## src/rtl/ram_copy_engine.sv

```systemverilog
// Copy engine driving a dual-port RAM: port 0 reads the source, port 1 writes the
// destination, one byte per cycle, direction chosen so overlapping regions copy safely.
module ram_copy_engine #(
   parameter int ADDR_W = 12,
   parameter int DATA_W = 8
) (
   input  logic              clk,
   input  logic              rst,
   input  logic              start,
   input  logic [ADDR_W-1:0] src_addr,
   input  logic [ADDR_W-1:0] dst_addr,
   input  logic [ADDR_W:0]   len,
   output logic              busy,
   output logic              done,
   output logic              wr_en_0,
   output logic [ADDR_W-1:0] addr_0,
   input  logic [DATA_W-1:0] out_0,
   output logic              wr_en_1,
   output logic [ADDR_W-1:0] addr_1,
   output logic [DATA_W-1:0] in_1
);

   typedef enum logic [1:0] {IDLE, PRIME, STREAM, DONE} state_t;

   state_t            state;
   logic              descending;
   logic [ADDR_W:0]   last_idx;
   logic [ADDR_W:0]   wr_idx;
   logic [ADDR_W-1:0] dst_first;

   logic [ADDR_W:0]   len_m1;
   logic              start_desc;
   logic [ADDR_W-1:0] src_first_c;
   logic [ADDR_W-1:0] dst_first_c;
   logic [ADDR_W-1:0] rd_next;
   logic [ADDR_W-1:0] wr_next;

   // A descending copy starts at the top of both regions so overlapping bytes are read before overwritten.
   always_comb begin
      len_m1      = len - (ADDR_W+1)'(1);
      start_desc  = dst_addr > src_addr;
      src_first_c = start_desc ? src_addr + len_m1[ADDR_W-1:0] : src_addr;
      dst_first_c = start_desc ? dst_addr + len_m1[ADDR_W-1:0] : dst_addr;
      rd_next     = descending ? addr_0 - ADDR_W'(1) : addr_0 + ADDR_W'(1);
      wr_next     = descending ? addr_1 - ADDR_W'(1) : addr_1 + ADDR_W'(1);
   end

   assign wr_en_0 = 1'b0;
   assign in_1    = out_0;

   // The read address always runs one index ahead of the write address to cover the RAM read latency.
   always_ff @(posedge clk) begin
      if (rst) begin
         state      <= IDLE;
         busy       <= 1'b0;
         done       <= 1'b0;
         wr_en_1    <= 1'b0;
         addr_0     <= '0;
         addr_1     <= '0;
         descending <= 1'b0;
         last_idx   <= '0;
         wr_idx     <= '0;
         dst_first  <= '0;
      end else begin
         done <= 1'b0;
         case (state)
            IDLE: begin
               if (start) begin
                  descending <= start_desc;
                  last_idx   <= len_m1;
                  dst_first  <= dst_first_c;
                  wr_idx     <= '0;
                  if (len == '0) begin
                     state <= DONE;
                     done  <= 1'b1;
                  end else begin
                     state  <= PRIME;
                     busy   <= 1'b1;
                     addr_0 <= src_first_c;
                  end
               end
            end
            PRIME: begin
               state   <= STREAM;
               wr_en_1 <= 1'b1;
               addr_1  <= dst_first;
               wr_idx  <= '0;
               if (last_idx != '0) begin
                  addr_0 <= rd_next;
               end
            end
            STREAM: begin
               if (wr_idx == last_idx) begin
                  state   <= DONE;
                  wr_en_1 <= 1'b0;
                  busy    <= 1'b0;
                  done    <= 1'b1;
               end else begin
                  wr_idx <= wr_idx + (ADDR_W+1)'(1);
                  addr_1 <= wr_next;
                  if (wr_idx + (ADDR_W+1)'(2) <= last_idx) begin
                     addr_0 <= rd_next;
                  end
               end
            end
            DONE: begin
               state <= IDLE;
            end
            default: begin
               state <= IDLE;
            end
         endcase
      end
   end

endmodule

```

## config.mk

```make
export PLATFORM = sky130hd
export DESIGN_NAME = ram_copy_engine
export DESIGN_NICKNAME = d
export VERILOG_FILES = /design/src/rtl/ram_copy_engine.sv
export SDC_FILE = /design/constraint.sdc
export NUM_CORES = 1
export LEC_CHECK = 0
export ABC_AREA = 1
export CORE_MARGIN = 5
export CORE_UTILIZATION = 50
export DETAILED_ROUTE_END_ITERATION = 6
export PLACE_DENSITY = 0.79
export SLEW_MARGIN = 15
export SYNTH_ARGS = -nofsm -noshare
export SYNTH_HDL_FRONTEND = slang
export SYNTH_SLANG_ARGS = --single-unit
```

## constraint.sdc

```tcl
create_clock -name clk -period 5 [get_ports clk]
set_clock_uncertainty 0.15 [all_clocks]
set_input_delay 0.75 -clock clk [delete_from_list [all_inputs] [get_ports clk]]
set_output_delay 0.75 -clock clk [all_outputs]
set_load 0.02 [all_outputs]
```

# Word level (Yosys, flattened, before mapping)
# Cells that the tools add are included.
# W data, S select, Z words.
[word_totals]
in_bits = 48
out_inout_bits = 36
regBits = 68
wordCells = 72
[op_classes]
n_eq_ne = 10
n_mux = 28
n_addsub = 9
order_cmp = 2
n_reduce_logical = 13
[ops]
columns = ["op", "count"]
rows = [
  ["$mux W12", 10],
  ["$pmux W13 S3", 1],
  ["$pmux W12 S3", 1],
  ["$mux W13", 2],
  ["$add A12 B1 Y12 const B", 2],
  ["$add A12 B12 Y12", 2],
  ["$pmux W12 S2", 1],
  ["$sub A12 B1 Y12 const B", 2],
  ["$add A13 B1 Y13 const B", 1],
  ["$add A13 B2 Y13 const B", 1],
  ["$eq A13 B13 Y1", 1],
  ["$le A13 B13 Y1", 1],
  ["$logic_not A13 Y1", 1],
  ["$reduce_bool A13 Y1", 1],
  ["$sub A13 B1 Y13 const B", 1],
  ["$gt A12 B12 Y1", 1],
  ["$ne A2 B2 Y1 const B", 6],
  ["$pmux W2 S4", 1],
  ["$reduce_and A2 Y1", 4],
  ["$mux W1", 6],
  ["$mux W2", 3],
  ["$pmux W1 S2", 3],
  ["$reduce_and A6 Y1", 1],
  ["$eq A2 B2 Y1 const B", 2],
  ["other kinds (6)", 7],
]

# Logic depth before layout (Yosys ltp)
# Gate-level depths: netlist (run 1).
[logic_depth]
word_depth = 6
depth_mapped = 21
mapped_depth_nobuf = 20

# Least setup slack after synthesis (run 1)
# Ideal clock, no wire load.
[synth_timing]
kind = "input port to flip-flop"
start = "in len[0]"
end = "reg addr_0[11]"
setup_ns = 0.070
slack_ns = 2.034
t_required_ns = 4.780
stages = 18
t_arrival_ns = 2.746
path_buffers = 0
path_cell_list = "inv_1 ha_1 nand2_1 nor2_1 nand2_1 o21ai_0 o21ai_0 ha_1 nand2_1 nor2_1 nand2_1 nor2_1 nor2_1 nand2_1 nand3_1 nand2_1 nand3_1 a21oi_1"
[synth_via]
elab_chain_cells = 6
word_cells_on_any_way = 9
classes_between = "add/sub (2); eq/ne (1); mux (4); reduce/logical (2)"
[synth_lines]
columns = ["element", "line", "rtl"]
rows = [
  ["start, declared", "12", "input logic [ADDR_W:0] len,"],
  ["$sub A13 B1 Y13", "40", "len_m1 = len - (ADDR_W+1)'(1);"],
  ["via len_m1[10]", "31", "logic [ADDR_W:0] len_m1;"],
  ["$add A12 B12 Y12", "42", "src_first_c = start_desc ? src_addr + len_m1[ADDR_W-1:0] : src_addr;"],
  ["$mux W12", "42", ""],
  ["$mux W12", "73", "if (len == '0) begin"],
  ["$mux W12", "68", "if (start) begin"],
  ["$pmux W12 S3", "66", "case (state)"],
  ["end signal, assigned", "79", "addr_0 <= src_first_c;"],
  ["end signal, assigned", "89", "addr_0 <= rd_next;"],
  ["end signal, assigned", "102", "addr_0 <= rd_next;"],
  ["end, declared", "16", "output logic [ADDR_W-1:0] addr_0,"],
]
# The timed path passes the listed nets, and every way through them passes these cells. The select of a mux whose other input is x is not followed.
# A chain may end at the register's enable or synchronous reset.

# Worst setup path after layout (run 1)
# Ends and elaborated chain as after synthesis.

==> results.py, run 1 <==
metrics = {
    "sta": {
        "fin_ws_ns": 1.14,
        "rsz0062_at_grt": "false",
        "slew_headroom": 0.269,
        "setup_viol": 0,
        "setup_tns_ns": 0,
        "maxSlewViolCount": 0,
        "hold_viol": 0,
        "period_share": 0.771,
        "period_needed_ns": 3.86,
        "tightest_slew_ns": 1.10,
        "max_freq_ghz": 0.259,
    },
    "final_layout": {
        "multiInputGateArea_sq_um": 4990,
        "final-seq-area_sq_um": 1360,
        "syn_to_final_growth_pct": 14.2,
        "nFillCells": 1361,
        "nNetsFinal": 1320,
        "layout-drive-gt1-share": 0.0718,
        "utilization": 0.585,
        "antenna-diode-count": 0,
    },
    "placed_design": {
        "dpl.hpwl_mm": 16.2,
        "place.gp.congestion": 0.980,
        "pre_cts_slack_ns": 0.842,
        "port_buffers": 66,
    },
    "synthesis": {
        "synth_flop_cell": "dfxtp_1",
        "synth.area.top_cells": "dfxtp_1 19%, nand2_1 17%, ha_1 13%",
        "syn-instance-count": 1152,
        "synth_area_sq_um": 7170,
        "synthDistinctLibCells": 45,
        "syn_avg_cell_area_sq_um": 6.22,
        "synth_top_area_share": 0.190,
        "ys_warn_count": 0,
        "synth.most_common_cell": "nand2_1",
        "syn-num-nets": 1279,
        "ys_seq_area_frac": 0.190,
        "ys_ff_latch": 68,
        "yosys.area.top_type": "dfxtp_1",
        "synth-edff-count": 0,
        "synthTopCellsByCount": "318 x nand2_1, 140 x inv_1, 117 x nor2_1",
        "async_reset_ff_frac": 0,
    },
    "floorplan": {
        "start_util": 0.512,
        "rows": 43,
        "io_pins": 84,
        "core_area_sq_um": 14000,
        "die_h_um": 130,
        "die_w_um": 130,
        "die_area_sq_um": 16800,
    },
    "critical_path": {
        "end_kind": "flip-flop",
        "crit_chain": "clkdlybuf4s50_1 > inv_1 > ha_1 > nand2_1 > nor2_1 > nand2_1 > o21ai_0 > o21ai_0 > ha_1 > nand2_1 > nor2_1 > nand2_1 > nor2_1 > nor2_1 > nand2_1 > nand3_1 > nand2_1 > nand3_1 > a21oi_1",
        "crit_path_frequent_cell": "nand2_1",
        "start_kind": "input port",
        "worstPathArrival_ns": 3.98,
        "slowest_stage": "ha_1",
        "crit_type": "in2reg",
        "slowest_delay_ns": 0.47,
        "crit_required_ns": 5.12,
        "cp_max_fo": 5,
    },
    "drt": {
        "drt-initial-drc-count": 657,
        "wire_per_inst_um": 15.1,
        "vias_per_cell": 5.44,
        "dr.pass1.iters": 6,
        "ant_nets": 0,
        "route.detailed.drc": 0,
        "via_count": 7495,
        "drt-total-wl_mm": 20.7,
    },
    "status": {
        "status": "finished, final reports clean",
    },
    "clock_network": {
        "ctsHtreeMaxLevel": 3,
        "cts_tree": "yes",
        "clk_latency_ns": 0.34,
        "clkTransAtPathRegs_ns": 0.06,
        "cts_setup_buffers": 0,
        "hold_buffers": 0,
        "cts_buffer_depth": 2,
        "post_cts_resized": 0,
        "cts-root-buf": "clkbuf_16",
        "clock_sinks": 68,
        "numCtsBuffers": 9,
    },
    "grt": {
        "grt.overflow.total": 0,
        "grt_max_degree": 40,
        "antenna_found_initial": 0,
        "grt_pass1_wl_mm": 33.7,
        "grt_pass1_vias": 6773,
        "grt_usage": 0.249,
    },
    "worst_hold_path": {
        "hold_path.class": "reg2reg",
    },
    "pwr": {
        "vdd_ir_drop_max_mv": 0.231,
        "p_per_area_nw_per_um2": 466,
        "leakage_uw": 0.00398,
    },
    "flow_run": {
        "maxCapViolCount": 0,
    },
}
path summary, 6_finish.rpt:
kind	depth (start not counted)	slack, ns	endpoint	from
worst min register to register	2	0.30	busy	busy
worst max-delay path	19	1.14	addr_0[11]	len[0]
worst max register to register	13	1.51	addr_0[8]	wr_idx[5]
worst min-delay path	2	0.30	busy	busy
through the flow:
| stage | power [uW] | area [sq um] | std cells | hold WS (ns) |
|---|---|---|---|---|
| 2_1_floorplan | 2480 | 7170 | 1152 | 0.295 |
| 3_3_place_gp | 3000 | 7820 | 1362 | 0.283 |
| 3_5_place_dp | 3020 | 7820 | 1362 | 0.289 |
| 4_1_cts | 3800 | 8180 | 1378 | 0.298 |
| 5_1_grt | 4110 | 8180 | 1378 | 0.325 |
| 6_report | 3810 | 8180 | 1378 | 0.303 |
power by group:
group	total, uW	switching (uW)	internal, uW
clock network	772	256	516
logic	2200	1420	783
registers	839	149	691
total	3810	1820	1990
registers in the layout, indices dropped and copies added (netlist names):
| signal | count |
|---|---|
| busy | 1 |
| wr_idx | 13 |
| state | 2 |
| addr_1 | 12 |
| last_idx | 13 |
| descending | 1 |
| done | 1 |
| addr_0 | 12 |
| dst_first | 12 |
| wr_en_1 | 1 |
critical path: cells and delay by family:
family | cells | cell delay (ns)
AOI/OAI and AO/OA | 3 | 0.58
adders and majority gates | 2 | 0.70
buffers and inverters | 2 | 0.65
and+or+nand+nor | 12 | 1.27
layout make-up:
| class | instances | area share |
|---|---|---|
| timing repair buffer | 68 | 0.0826 |
| tap | 180 | 0.0275 |
| inverter | 152 | 0.0697 |
| clock buffer | 11 | 0.0309 |
| sequential | 68 | 0.166 |
| multi-input combinational | 894 | 0.610 |
| clock inverter | 5 | 0.0132 |
metal layers:
metal,part of all wire,global-route usage
met1,0.46,0.334
met3,0.071,0.0508
met5,0,0
met4,0.033,0.0917
met2,0.44,0.396
layout by cell type (no fill, tap or decap), types with 3 or more instances in the layout:
master / synthesis / final
nand2_2: 7 / 7
fa_1: 4 / 4
inv_1: 140 / 140
inv_2: 11 / 11
a21oi_2: 10 / 10
a21o_1: 7 / 7
nand4_1: 12 / 12
xor2_1: 34 / 34
ha_1: 75 / 75
clkdlybuf4s50_1: 0 / 66
a31oi_1: 5 / 5
bufinv_16: 0 / 3
nand2_1: 318 / 318
a21oi_1: 90 / 90
nor2_2: 21 / 21
clkbuf_16: 0 / 9
o21bai_1: 5 / 5
o21ai_1: 11 / 11
nand3_1: 76 / 76
o21ai_2: 6 / 6
o21ai_0: 44 / 44
nor2_1: 117 / 117
o211ai_1: 6 / 6
dfxtp_1: 68 / 68
xnor2_1: 14 / 14
nor3_1: 12 / 12
nor2_4: 3 / 3
or2_2: 3 / 3
logic make-up (layout without fill, tap and decap cells):
family	Yosys count	after routing	synth area share
AOI/OAI and AO/OA	189	189	0.150
xor gates and xnor gates	48	48	0.0587
adders and majority gates	79	79	0.142
buffers and inverters	190	236	0.114
DFF	68	68	0.190
other	1	1	0.000523
and+or+nand+nor	577	577	0.345
Power figures use the tool's default switching activity.
==> run 2, diff against run 1 <==
==> constraint.sdc (replaced) <==
create_clock -name clk -period 3.9 [get_ports clk]
set_clock_uncertainty 0.15 [all_clocks]
set_input_delay 0.585 -clock clk [delete_from_list [all_inputs] [get_ports clk]]
set_output_delay 0.585 -clock clk [all_outputs]
set_load 0.02 [all_outputs]
==> run 2 against run 1 <==
Effect of this change:
- combinational power increased by 31%
- largest cell class unchanged
- sequential cell count unchanged
- core utilization increased by 0.17 points
- worst hold slack got worse by 0.0056 ns
- largest power group unchanged
- via count decreased by 1.4%
- non-clock buffer count increased by 12
- clock-buffer cell count decreased by 1
==> results.py, run 2 (same netlist as run 1, synthesis figures left out) <==
metrics = {
    "critical_path": {
        "cp_max_fo": 4,
        "cp_num_buf_inv": 2,
        "crit_path_frequent_cell": "nand2_1",
        "slowest_delay_ns": 0.43,
        "rr_worst_depth": 16,
        "reg2reg_slack_ns": 0.68,
        "slowest_stage": "clkdlybuf4s50_1",
        "crit_type": "in2reg",
        "r2r-end": "addr_0[8]",
        "end_kind": "flip-flop",
        "path_delay_family": "simple AND/OR/NAND/NOR gates",
        "crit_chain": "clkdlybuf4s50_1 > inv_1 > ha_1 > nand2_1 > nor2_1 > nand2_1 > o21ai_0 > o21ai_0 > ha_1 > nand2_1 > nor2_1 > nand2_1 > nor2_1 > nor2_1 > nand2_1 > nand3_1 > nand2_1 > nand3_1 > a21oi_1",
        "crit_required_ns": 4.02,
        "start_kind": "input port",
        "worstPathArrival_ns": 3.46,
        "rr_startpoint": "wr_idx[5]",
    },
    "sta": {
        "period_needed_ns": 3.33,
        "slew_headroom": 0.230,
        "max_freq_ghz": 0.300,
        "tightest_slew_ns": 1.15,
        "maxSlewViolCount": 0,
        "fin_ws_ns": 0.566,
        "setup_viol": 0,
        "rsz0062_at_grt": "false",
        "hold_viol": 0,
        "setup_tns_ns": 0,
        "period_share": 0.855,
    },
    "drt": {
        "via_count": 7392,
        "wire_per_inst_um": 15.0,
        "dr.pass1.iters": 5,
        "route.detailed.drc": 0,
        "vias_per_cell": 5.32,
        "drt-initial-drc-count": 658,
        "ant_nets": 0,
        "drt-total-wl_mm": 20.8,
    },
    "final_layout": {
        "layout-drive-gt1-share": 0.0802,
        "top_regs": "last_idx: 13 flops, wr_idx: 13 flops",
        "utilization": 0.586,
        "final-seq-area_sq_um": 1360,
        "multiInputGateArea_sq_um": 4990,
        "antenna-diode-count": 0,
        "nNetsFinal": 1332,
        "stdcell_area_sq_um": 8200,
        "syn_to_final_growth_pct": 14.5,
        "layout_commonest_cell": "nand2_1",
        "most-common-layout-cells": "318 x nand2_1, 140 x inv_1, 117 x nor2_1",
        "nFillCells": 1364,
    },
    "grt": {
        "busiest_layer": "met2",
        "grt_pass1_wl_mm": 33.9,
        "use_met2": 0.396,
        "grt_max_degree": 39,
        "grt_pass1_vias": 6655,
        "grtUsageMet1": 0.355,
        "grt_usage": 0.252,
        "grtUsageMet3": 0.0360,
        "grt.overflow.total": 0,
        "antenna_found_initial": 0,
    },
    "floorplan": {
        "start_util": 0.512,
        "core_area_sq_um": 14000,
        "die_area_sq_um": 16800,
        "io_pins": 84,
        "die_h_um": 130,
        "die_w_um": 130,
        "rows": 43,
    },
    "worst_hold_path": {
        "hold_path.class": "reg2reg",
        "hold_start": "busy",
        "min_path_cells": 2,
        "whs_endpoint": "busy",
    },
    "clock_network": {
        "post_cts_resized": 0,
        "cts_setup_buffers": 0,
        "cts-root-buf": "clkbuf_16",
        "ctsHtreeMaxLevel": 3,
        "clock_sinks": 68,
        "hold_buffers": 0,
        "cts_tree": "yes",
        "numCtsBuffers": 9,
        "clk_latency_ns": 0.34,
        "clkTransAtPathRegs_ns": 0.06,
        "cts_buffer_depth": 2,
    },
    "pwr": {
        "leakage_uw": 0.00401,
        "p_total_uw": 4760,
        "vdd_ir_drop_max_mv": 0.362,
        "p_per_area_nw_per_um2": 581,
    },
    "placed_design": {
        "port_buffers": 66,
        "dpl_cell_area_sq_um": 7910,
        "pre_cts_slack_ns": 0.227,
        "place.gp.congestion": 0.986,
        "dpl.hpwl_mm": 16.5,
    },
    "status": {
        "status": "finished, final reports clean",
    },
    "flow_run": {
        "maxCapViolCount": 0,
    },
}
run 2: changes by cell type in the layout (fill, tap and decap cells not counted), sizes merged:
cell,previous run,this run
clkbuf,11,10
clkinv,3,5
buf,2,14
clkinvlp,0,1
bufinv,3,1
run 2: worst max-delay path by stage:
stage                 from    endpoint  cells after the start
detailed placement  len[0]  addr_0[11]                     19
CTS                 len[0]  addr_0[11]                     19
global placement    len[0]  addr_0[11]                     19
floorplan           len[0]  addr_0[11]                     18
global route        len[0]  addr_0[11]                     18
finish              len[0]  addr_0[11]                     19
run 2: layout make-up:
class / count / area share
Timing Repair Buffer: 80 / 0.0933
Clock inverter: 6 / 0.00793
Multi-Input combinational cell: 894 / 0.608
Inverter: 152 / 0.0695
Sequential cell: 68 / 0.166
Clock buffer: 10 / 0.0279
Tap cell: 180 / 0.0275
run 2: where the power goes:
| group | leakage [uW] | internal [uW] | switching [uW] |
|---|---|---|---|
| sequential | 0.000559 | 885 | 182 |
| clock | 0.000142 | 495 | 326 |
| combinational | 0.00331 | 1030 | 1850 |
| total | 0.00401 | 2410 | 2350 |
run 2: worst register-to-register path, cell delays in order, from the launching register on:
cell and delay (ns):
dfxtp_1 0.54, nand2_1 0.17, nor3_1 0.35, nand3_1 0.15, xor2_1 0.19, ha_1 0.30
nand2_1 0.07, nor2_1 0.13, nor3b_1 0.18, nand2_1 0.07, nand2_1 0.07, nand2_1 0.08
nand2_1 0.13, nor2_2 0.05, buf_4 0.20, o21ai_0 0.21, nor2_2 0.07
run 2: metal layers:
| metal | up-vias | part of all wire |
|---|---|---|
| li1 | 3800 | - |
| met1 | 3333 | 0.47 |
| met2 | 215 | 0.44 |
| met3 | 44 | 0.055 |
| met4 | 0 | 0.028 |
| met5 | - | 0 |
run 2: stage by stage:
step	instances	hold WS [ns]
after global routing	1390	0.324
after floorplan	1152	0.295
after CTS	1390	0.297
final	1390	0.297
after global placement	1374	0.285
after detailed placement	1374	0.289
